[config.mk]
export PLATFORM = sky130hd
export DESIGN_NAME = multicycle_control_fsm_flat
export DESIGN_NICKNAME = d
export VERILOG_FILES = /design/src/rtl/multicycle_control_fsm_if.sv /design/src/rtl/multicycle_control_fsm.sv /design/src/flat_wrapper.sv
export SDC_FILE = /design/constraint.sdc
export NUM_CORES = 1
export LEC_CHECK = 0
export CAP_MARGIN = 5
export CORE_ASPECT_RATIO = 0.7
export CORE_UTILIZATION = 49
export CTS_CLUSTER_SIZE = 28
export DETAILED_ROUTE_END_ITERATION = 6
export GPL_ROUTABILITY_DRIVEN = 0
export GPL_TIMING_DRIVEN = 0
export HOLD_SLACK_MARGIN = 0.06
export PLACE_DENSITY = 0.89
export SLEW_MARGIN = 20
export SYNTH_ARGS = -nofsm -noshare
export SYNTH_HDL_FRONTEND = slang
export SYNTH_SLANG_ARGS = --single-unit
[constraint.sdc]
create_clock -name clk -period 2.56 [get_ports clk]
set_input_delay 0.384 -clock clk [delete_from_list [all_inputs] [get_ports clk]]
set_output_delay 0.384 -clock clk [all_outputs]
set_load 0.02 [all_outputs]
[src/rtl/multicycle_control_fsm_if.sv]
// Control bundle between the multi-cycle RV32I controller and its datapath/memory.
// The controller uses the master modport; the datapath/memory side uses slave.
`timescale 1ns/1ps
interface multicycle_control_fsm_if #(
  parameter int RETIRE_W = 32
);
  logic [6:0]          opcode;
  logic [2:0]          funct3;
  logic                funct7_5;
  logic                mem_ready;
  logic                br_taken;
  logic [2:0]          state;
  logic                mem_req;
  logic                mem_we;
  logic                ir_we;
  logic                pc_we;
  logic [1:0]          pc_sel;
  logic                rf_we;
  logic [1:0]          alu_src_a;
  logic [1:0]          alu_src_b;
  logic [3:0]          alu_op;
  logic [1:0]          wb_sel;
  logic                illegal_instr;
  logic                timeout_err;
  logic                instr_done;
  logic [RETIRE_W-1:0] retire_count;

  modport master (
    input  opcode, funct3, funct7_5, mem_ready, br_taken,
    output state, mem_req, mem_we, ir_we, pc_we, pc_sel, rf_we,
           alu_src_a, alu_src_b, alu_op, wb_sel,
           illegal_instr, timeout_err, instr_done, retire_count
  );

  modport slave (
    output opcode, funct3, funct7_5, mem_ready, br_taken,
    input  state, mem_req, mem_we, ir_we, pc_we, pc_sel, rf_we,
           alu_src_a, alu_src_b, alu_op, wb_sel,
           illegal_instr, timeout_err, instr_done, retire_count
  );
endinterface

[src/rtl/multicycle_control_fsm.sv]
// Multi-cycle RV32I control FSM: FETCH/DECODE/EXECUTE/MEMORY/WRITEBACK with
// variable-latency memory handshake, illegal/timeout traps and a retire counter.
`timescale 1ns/1ps
module multicycle_control_fsm #(
  parameter int MEM_TIMEOUT     = 16,
  parameter int TIMEOUT_W       = 5,
  parameter int TRAP_ON_ILLEGAL = 1,
  parameter int RETIRE_W        = 32
) (
  input  logic                   clk,
  input  logic                   rst,
  multicycle_control_fsm_if.master bus
);

  localparam logic [2:0] S_FETCH     = 3'd0;
  localparam logic [2:0] S_DECODE    = 3'd1;
  localparam logic [2:0] S_EXECUTE   = 3'd2;
  localparam logic [2:0] S_MEMORY    = 3'd3;
  localparam logic [2:0] S_WRITEBACK = 3'd4;
  localparam logic [2:0] S_TRAP      = 3'd5;

  localparam logic [6:0] OP_R     = 7'b0110011;
  localparam logic [6:0] OP_I     = 7'b0010011;
  localparam logic [6:0] OP_LOAD  = 7'b0000011;
  localparam logic [6:0] OP_STORE = 7'b0100011;
  localparam logic [6:0] OP_BR    = 7'b1100011;
  localparam logic [6:0] OP_JAL   = 7'b1101111;
  localparam logic [6:0] OP_JALR  = 7'b1100111;
  localparam logic [6:0] OP_LUI   = 7'b0110111;
  localparam logic [6:0] OP_AUIPC = 7'b0010111;

  localparam logic [3:0] ALU_ADD = 4'b0000;

  // A zero timeout disables the trap; the compare value is then irrelevant.
  localparam logic                 TIMEOUT_EN = (MEM_TIMEOUT != 0);
  localparam logic [TIMEOUT_W-1:0] WAIT_LAST  = TIMEOUT_W'(MEM_TIMEOUT - 1);

  function automatic logic [3:0] alu_op_f(input logic [2:0] f3, input logic f7_5);
    logic [3:0] op;
    case (f3)
      3'b000:  op = f7_5 ? 4'b0001 : 4'b0000;
      3'b001:  op = 4'b0100;
      3'b010:  op = 4'b0111;
      3'b011:  op = 4'b0011;
      3'b100:  op = 4'b0101;
      3'b101:  op = f7_5 ? 4'b1001 : 4'b0110;
      3'b110:  op = 4'b1000;
      3'b111:  op = 4'b0010;
      default: op = 4'b0000;
    endcase
    return op;
  endfunction

  logic [2:0]          state_r;
  logic [2:0]          next_state_s;
  logic [TIMEOUT_W-1:0] wait_cnt_r;
  logic                trap_illegal_r;
  logic [RETIRE_W-1:0] retire_count_r;
  logic                timeout_hit_s;

  logic is_r_s, is_i_s, is_load_s, is_store_s, is_br_s;
  logic is_jal_s, is_jalr_s, is_lui_s, is_auipc_s, legal_s;

  logic       mem_req_s, mem_we_s, ir_we_s, pc_we_s, rf_we_s;
  logic [1:0] pc_sel_s, alu_src_a_s, alu_src_b_s, wb_sel_s;
  logic [3:0] alu_op_s;
  logic       illegal_instr_s, timeout_err_s, instr_done_s;

  assign timeout_hit_s = TIMEOUT_EN && (wait_cnt_r == WAIT_LAST);

  // Opcode class decode.
  always_comb begin
    is_r_s     = 1'b0;
    is_i_s     = 1'b0;
    is_load_s  = 1'b0;
    is_store_s = 1'b0;
    is_br_s    = 1'b0;
    is_jal_s   = 1'b0;
    is_jalr_s  = 1'b0;
    is_lui_s   = 1'b0;
    is_auipc_s = 1'b0;
    case (bus.opcode)
      OP_R:     is_r_s     = 1'b1;
      OP_I:     is_i_s     = 1'b1;
      OP_LOAD:  is_load_s  = 1'b1;
      OP_STORE: is_store_s = 1'b1;
      OP_BR:    is_br_s    = 1'b1;
      OP_JAL:   is_jal_s   = 1'b1;
      OP_JALR:  is_jalr_s  = 1'b1;
      OP_LUI:   is_lui_s   = 1'b1;
      OP_AUIPC: is_auipc_s = 1'b1;
      default:  is_r_s     = 1'b0;
    endcase
    legal_s = is_r_s | is_i_s | is_load_s | is_store_s | is_br_s |
              is_jal_s | is_jalr_s | is_lui_s | is_auipc_s;
  end

  // Next-state and datapath control; everything is forced low while rst is high.
  always_comb begin
    next_state_s    = state_r;
    mem_req_s       = 1'b0;
    mem_we_s        = 1'b0;
    ir_we_s         = 1'b0;
    pc_we_s         = 1'b0;
    pc_sel_s        = 2'b00;
    rf_we_s         = 1'b0;
    alu_src_a_s     = 2'b00;
    alu_src_b_s     = 2'b00;
    alu_op_s        = ALU_ADD;
    wb_sel_s        = 2'b00;
    illegal_instr_s = 1'b0;
    timeout_err_s   = 1'b0;
    instr_done_s    = 1'b0;
    if (rst) begin
      next_state_s = S_FETCH;
    end else begin
      case (state_r)
        S_FETCH: begin
          mem_req_s = 1'b1;
          if (bus.mem_ready) begin
            ir_we_s      = 1'b1;
            next_state_s = S_DECODE;
          end else if (timeout_hit_s) begin
            next_state_s = S_TRAP;
          end else begin
            next_state_s = S_FETCH;
          end
        end
        S_DECODE: begin
          if (legal_s) begin
            next_state_s = S_EXECUTE;
          end else if (TRAP_ON_ILLEGAL != 0) begin
            next_state_s = S_TRAP;
          end else begin
            pc_we_s      = 1'b1;
            pc_sel_s     = 2'b00;
            instr_done_s = 1'b1;
            next_state_s = S_FETCH;
          end
        end
        S_EXECUTE: begin
          if (is_r_s) begin
            alu_op_s = alu_op_f(bus.funct3, bus.funct7_5);
          end else if (is_i_s) begin
            alu_src_b_s = 2'b01;
            alu_op_s    = alu_op_f(bus.funct3, (bus.funct3 == 3'b101) & bus.funct7_5);
          end else if (is_br_s | is_jal_s | is_auipc_s) begin
            alu_src_a_s = 2'b01;
            alu_src_b_s = 2'b01;
          end else if (is_lui_s) begin
            alu_src_a_s = 2'b10;
            alu_src_b_s = 2'b01;
          end else begin
            alu_src_b_s = 2'b01;
          end
          // Branches retire here; jumps redirect PC here and only write rd later.
          if (is_br_s) begin
            pc_we_s      = 1'b1;
            pc_sel_s     = bus.br_taken ? 2'b01 : 2'b00;
            instr_done_s = 1'b1;
            next_state_s = S_FETCH;
          end else if (is_jal_s | is_jalr_s) begin
            pc_we_s      = 1'b1;
            pc_sel_s     = 2'b01;
            next_state_s = S_WRITEBACK;
          end else if (is_load_s | is_store_s) begin
            next_state_s = S_MEMORY;
          end else begin
            next_state_s = S_WRITEBACK;
          end
        end
        S_MEMORY: begin
          mem_req_s = 1'b1;
          mem_we_s  = is_store_s;
          if (bus.mem_ready) begin
            if (is_store_s) begin
              pc_we_s      = 1'b1;
              instr_done_s = 1'b1;
              next_state_s = S_FETCH;
            end else begin
              next_state_s = S_WRITEBACK;
            end
          end else if (timeout_hit_s) begin
            next_state_s = S_TRAP;
          end else begin
            next_state_s = S_MEMORY;
          end
        end
        S_WRITEBACK: begin
          rf_we_s      = 1'b1;
          instr_done_s = 1'b1;
          next_state_s = S_FETCH;
          if (is_load_s) begin
            wb_sel_s = 2'b01;
          end else if (is_jal_s | is_jalr_s) begin
            wb_sel_s = 2'b10;
          end else begin
            wb_sel_s = 2'b00;
          end
          pc_we_s = ~(is_jal_s | is_jalr_s);
        end
        S_TRAP: begin
          pc_we_s         = 1'b1;
          pc_sel_s        = 2'b11;
          illegal_instr_s = trap_illegal_r;
          timeout_err_s   = ~trap_illegal_r;
          next_state_s    = S_FETCH;
        end
        default: next_state_s = S_FETCH;
      endcase
    end
  end

  // State, wait counter, trap cause and retire counter.
  always_ff @(posedge clk) begin
    if (rst) begin
      state_r        <= S_FETCH;
      wait_cnt_r     <= '0;
      trap_illegal_r <= 1'b0;
      retire_count_r <= '0;
    end else begin
      state_r <= next_state_s;
      // Any state change clears the counter, which covers entry to FETCH/MEMORY.
      if (next_state_s != state_r) begin
        wait_cnt_r <= '0;
      end else if (mem_req_s && !bus.mem_ready) begin
        wait_cnt_r <= wait_cnt_r + TIMEOUT_W'(1);
      end else begin
        wait_cnt_r <= wait_cnt_r;
      end
      if (next_state_s == S_TRAP) begin
        trap_illegal_r <= (state_r == S_DECODE);
      end else begin
        trap_illegal_r <= trap_illegal_r;
      end
      if (instr_done_s) begin
        retire_count_r <= retire_count_r + RETIRE_W'(1);
      end else begin
        retire_count_r <= retire_count_r;
      end
    end
  end

  assign bus.state         = state_r;
  assign bus.mem_req       = mem_req_s;
  assign bus.mem_we        = mem_we_s;
  assign bus.ir_we         = ir_we_s;
  assign bus.pc_we         = pc_we_s;
  assign bus.pc_sel        = pc_sel_s;
  assign bus.rf_we         = rf_we_s;
  assign bus.alu_src_a     = alu_src_a_s;
  assign bus.alu_src_b     = alu_src_b_s;
  assign bus.alu_op        = alu_op_s;
  assign bus.wb_sel        = wb_sel_s;
  assign bus.illegal_instr = illegal_instr_s;
  assign bus.timeout_err   = timeout_err_s;
  assign bus.instr_done    = instr_done_s;
  assign bus.retire_count  = retire_count_r;

endmodule

[src/flat_wrapper.sv]
// flat-port wrapper written by rule: the top's interface ports become plain ports
module multicycle_control_fsm_flat 
#(
  parameter int MEM_TIMEOUT     = 16,
  parameter int TIMEOUT_W       = 5,
  parameter int TRAP_ON_ILLEGAL = 1,
  parameter int RETIRE_W        = 32
)
  (clk, rst, bus_opcode, bus_funct3, bus_funct7_5, bus_mem_ready, bus_br_taken, bus_state, bus_mem_req, bus_mem_we, bus_ir_we, bus_pc_we, bus_pc_sel, bus_rf_we, bus_alu_src_a, bus_alu_src_b, bus_alu_op, bus_wb_sel, bus_illegal_instr, bus_timeout_err, bus_instr_done, bus_retire_count);
  multicycle_control_fsm_if #(.RETIRE_W(RETIRE_W)) bus_i ();
  input  logic clk;
  input  logic rst;
  input wire logic [$bits(bus_i.opcode)-1:0] bus_opcode;
  input wire logic [$bits(bus_i.funct3)-1:0] bus_funct3;
  input wire logic [$bits(bus_i.funct7_5)-1:0] bus_funct7_5;
  input wire logic [$bits(bus_i.mem_ready)-1:0] bus_mem_ready;
  input wire logic [$bits(bus_i.br_taken)-1:0] bus_br_taken;
  output wire logic [$bits(bus_i.state)-1:0] bus_state;
  output wire logic [$bits(bus_i.mem_req)-1:0] bus_mem_req;
  output wire logic [$bits(bus_i.mem_we)-1:0] bus_mem_we;
  output wire logic [$bits(bus_i.ir_we)-1:0] bus_ir_we;
  output wire logic [$bits(bus_i.pc_we)-1:0] bus_pc_we;
  output wire logic [$bits(bus_i.pc_sel)-1:0] bus_pc_sel;
  output wire logic [$bits(bus_i.rf_we)-1:0] bus_rf_we;
  output wire logic [$bits(bus_i.alu_src_a)-1:0] bus_alu_src_a;
  output wire logic [$bits(bus_i.alu_src_b)-1:0] bus_alu_src_b;
  output wire logic [$bits(bus_i.alu_op)-1:0] bus_alu_op;
  output wire logic [$bits(bus_i.wb_sel)-1:0] bus_wb_sel;
  output wire logic [$bits(bus_i.illegal_instr)-1:0] bus_illegal_instr;
  output wire logic [$bits(bus_i.timeout_err)-1:0] bus_timeout_err;
  output wire logic [$bits(bus_i.instr_done)-1:0] bus_instr_done;
  output wire logic [$bits(bus_i.retire_count)-1:0] bus_retire_count;
  assign bus_i.opcode = bus_opcode;
  assign bus_i.funct3 = bus_funct3;
  assign bus_i.funct7_5 = bus_funct7_5;
  assign bus_i.mem_ready = bus_mem_ready;
  assign bus_i.br_taken = bus_br_taken;
  assign bus_state = bus_i.state;
  assign bus_mem_req = bus_i.mem_req;
  assign bus_mem_we = bus_i.mem_we;
  assign bus_ir_we = bus_i.ir_we;
  assign bus_pc_we = bus_i.pc_we;
  assign bus_pc_sel = bus_i.pc_sel;
  assign bus_rf_we = bus_i.rf_we;
  assign bus_alu_src_a = bus_i.alu_src_a;
  assign bus_alu_src_b = bus_i.alu_src_b;
  assign bus_alu_op = bus_i.alu_op;
  assign bus_wb_sel = bus_i.wb_sel;
  assign bus_illegal_instr = bus_i.illegal_instr;
  assign bus_timeout_err = bus_i.timeout_err;
  assign bus_instr_done = bus_i.instr_done;
  assign bus_retire_count = bus_i.retire_count;
  multicycle_control_fsm #(.MEM_TIMEOUT(MEM_TIMEOUT), .TIMEOUT_W(TIMEOUT_W), .TRAP_ON_ILLEGAL(TRAP_ON_ILLEGAL), .RETIRE_W(RETIRE_W)) u_core (.clk(clk), .rst(rst), .bus(bus_i));
endmodule
==> results by group <==
Run status
  • Outcome: finished clean

Critical path
  • R2R Path Start: u_core.bus.retire_count[0]
  • Critical path buffers and inverters: 0
  • CP max-delay cell: or3_1
  • Highest net fanout along the worst path: 9
  • First element of the critical path: u_core.bus.retire_count[0]
  • Nature of the critical path startpoint: register
  • Top cell family by delay on the critical path: simple AND/OR/NAND/NOR gates
  • Worst-path cell chain: ha_1 -> nand4_1 -> or3_1 -> a311o_2 -> or4_1 -> a21oi_1
  • Crit path capture type: register
  • Instance count on the critical path: 6
  • Worst path max stage delay: 0.51 ns
  • Number of cells traversed by the worst register-to-register path: 6
  • Arrival time at the worst endpoint: 2.69 ns
  • Critical path class: reg2reg
  • Required time of the critical path: 2.79 ns

Timing
  • Finish-stage setup viols: 0
  • Number of slew-limit violations in the final report: 0
  • Shortest clock period the worst path allows after layout: around 2.5 ns
  • Headroom to the max-slew limit: 0.439
  • Achievable clock frequency: 406 MHz
  • Period utilization: 0.962
  • Worst clock skew on the final layout: roughly 0.009 ns
  • Worst slack on hold paths: 0.461 ns
  • Final Hold Violating Endpoints: 0
  • Slew of the pin with the lowest slew margin: 0.831 ns

Yosys
  • Number of standard cells after synthesis: between 300 and 400
  • Share of flip-flops with an asynchronous set or reset after synthesis: 0
  • Cell variety after synth: 57
  • Number of synthesis warnings: 0
  • Sequential share of the synthesized area: 0.321
  • Post-synthesis instance area: 2560 sq um
  • Synthesized area per cell: 7.83 sq um
  • Flops & latches, synth: 41
  • Net count after synthesis: 345
  • Most used flip-flop cell after synthesis: dfxtp_1
  • Post-synth EDFFs: 0

Cells and area
  • Post-layout utilization of the core: 0.698
  • Number of antenna cells inserted: 0
  • Nets@finish: 421
  • Fill cell total of the finished layout: 430
  • Layout Area Growth over Synthesis: 33.2%
  • Most frequent cells in the layout: clkdlybuf4s50_1 (46), dfxtp_1 (40), nand2_1 (33)
  • Commonest non-fill, non-tap cell in the layout: clkdlybuf4s50_1
  • Layout cell share with drive strength beyond 1: 0.111

Clock network
  • Clock tree from TritonCTS: built
  • Number of clock sinks: 41
  • Clock latency on the worst-skew pair: 0.29 ns
  • CTS Buffer Depth: 2
  • Root Buffer Master: clkbuf_8
  • Number of buffers added by the clock tree synthesis step: 5
  • CTS H-tree depth: 2
  • Clock edge transition at the registers on the reported setup and hold paths: roughly 0.08 ns

Routing
  • Pre-antenna DRT Iters: 5
  • Vias per inst: 5.95
  • Vias after detailed routing: 2812
  • Remaining design rule violation count: 0
  • Routed WL per cell: ~15 microns
  • Final Routed Wirelength: ~7000 microns
  • Detailed Route Iter0 Violations: 254
  • Number of antenna-violating nets in the routed design: 0

Die
  • Overall die height: 62.5 microns
  • Initial core utilization: 0.524
  • Row count: 21
  • # IOs: 70
  • Die width: 88.4 microns
  • Die outline area: 5520 sq um
  • Standard cell core area: around 5000 sq um

Power and ir drop
  • Cell internal power dissipation: 929 uW
  • Leakage: 0.00119 uW
  • Worst-case vdd ir drop: 0.000291 V
  • Total power consumption of the routed design: 1260 uW
  • Portion of total power attributed to sequential cells: 0.521
  • Fraction of power spent switching nets: 0.262
  • Combinational share of power: 0.126
  • P_sw: 330 uW
  • Power per standard cell area: 369 nW/um^2
  • Share of power burned in the clock network: 0.353

Global route
  • Overflow after GRT: 0
  • Wire length of the first global-routing pass: 11800 microns
  • Antenna violations before repair: 0
  • Aggregate global-route resource usage: 0.267
  • Maximum number of pins on one net before global-route repair: 14
  • Via count of the first global-routing pass: 2490

Place
  • Count of port buffers added during placement: 63
  • Total half-perimeter wirelength after legalization and detailed placement: 5330 microns

Worst hold path
  • Hold/Removal Path Class: reg2reg
  • Startpoint of the lowest-slack hold path: u_core.wait_cnt_r[0]
  • Worst Hold Depth: 1

Job
  • Total of max-cap violations: 0
[kinds of logic (layout without fill, tap and decap cells)]
kind of cell	count (synthesis)	count (layout)	synth area share
AOI/OAI and AO/OA	76	76	0.184
xor gates and xnor gates	12	12	0.0411
adders and majority gates	3	3	0.0147
buffers and inverters	31	108	0.0586
DFF	41	41	0.321
muxes	2	2	0.00782
other	1	1	0.00146
and+or+nand+nor	161	161	0.372
[worst reg2reg max path: stages (launching register included)]
cell and delay [ns]:
dfxtp_1 0.41, ha_1 0.25, nand4_1 0.23, or3_1 0.51, a311o_2 0.42, or4_1 0.43, a21oi_1 0.15
[power by group through the flow]
stage                     registers [uW]  logic (uW)  clock network, uW
after floorplan                      673        90.9                  0
after global placement               670         150                  0
after detailed placement             670         156                  0
after CTS                            656         155                452
after global routing                 658         173                484
final                                656         158                445
[metal layers]
metal | GRT usage | vias to the layer above | wire [microns]
met5 | 0 | - | 0
met4 | 0.0565 | 0 | 61
met3 | 0.0436 | 9 | 593
met2 | 0.399 | 133 | 3210
met1 | 0.399 | 1304 | 3200
li1 | - | 1366 | -
[per-stage QoR]
step	cells	TNS (ns)	area [sq um]	worst slack (ns)
floorplan	327	0	2560	0.280
global placement	459	-3.48	3280	-0.479
detailed placement	459	-4.54	3280	-0.533
CTS	471	0	3400	0.0108
global route	473	-0.00913	3410	-0.00913
finish	473	0	3410	0.0974
[path summary, 6_finish.rpt]
kind	slack [ns]	endpoint
setup / recovery	0.1	u_core.bus.retire_count[28]
hold / removal	0.46	u_core.wait_cnt_r[0]
setup reg to reg	0.1	u_core.bus.retire_count[28]
hold reg to reg	0.46	u_core.wait_cnt_r[0]
[layout make-up]
type	count	area, sq um	area share
Inverter	12	45.0	0.0132
Multi-Input combinational cell	255	1610	0.472
Clock inverter	2	13.8	0.00404
Tap cell	69	86.3	0.0253
Clock buffer	6	82.6	0.0242
Sequential cell	41	822	0.241
Buffer	19	106	0.0312
Timing Repair Buffer	69	644	0.189
[cell usage after synthesis, types with 11 or more instances]
library cell	count	area (sq um)
nand2_1	33	124
o21ai_0	16	80.1
nor2_1	26	97.6
a21oi_1	28	140
clkbuf_1	11	41.3
nand3_1	20	100
inv_1	11	41.3
dfxtp_1	41	821
nor3_1	11	55.1
[sequential cells by signal (all words and copies together), names as in the netlist]
name,flops
u_core.bus.retire_count,32
u_core.wait_cnt_r,5
u_core.bus.state,3
u_core.trap_illegal_r,1
[what timing repair did]
| action | CTS | global route |
|---|---|---|
| gates resized for setup | 25 | 13 |
| buffers inserted | 4 | 2 |
| hold buffers | 0 | 0 |
| pin swaps | 3 | 0 |
| endpoints found under the setup margin | 18 | 10 |
Note: power is estimated with default switching activity, not from simulation.
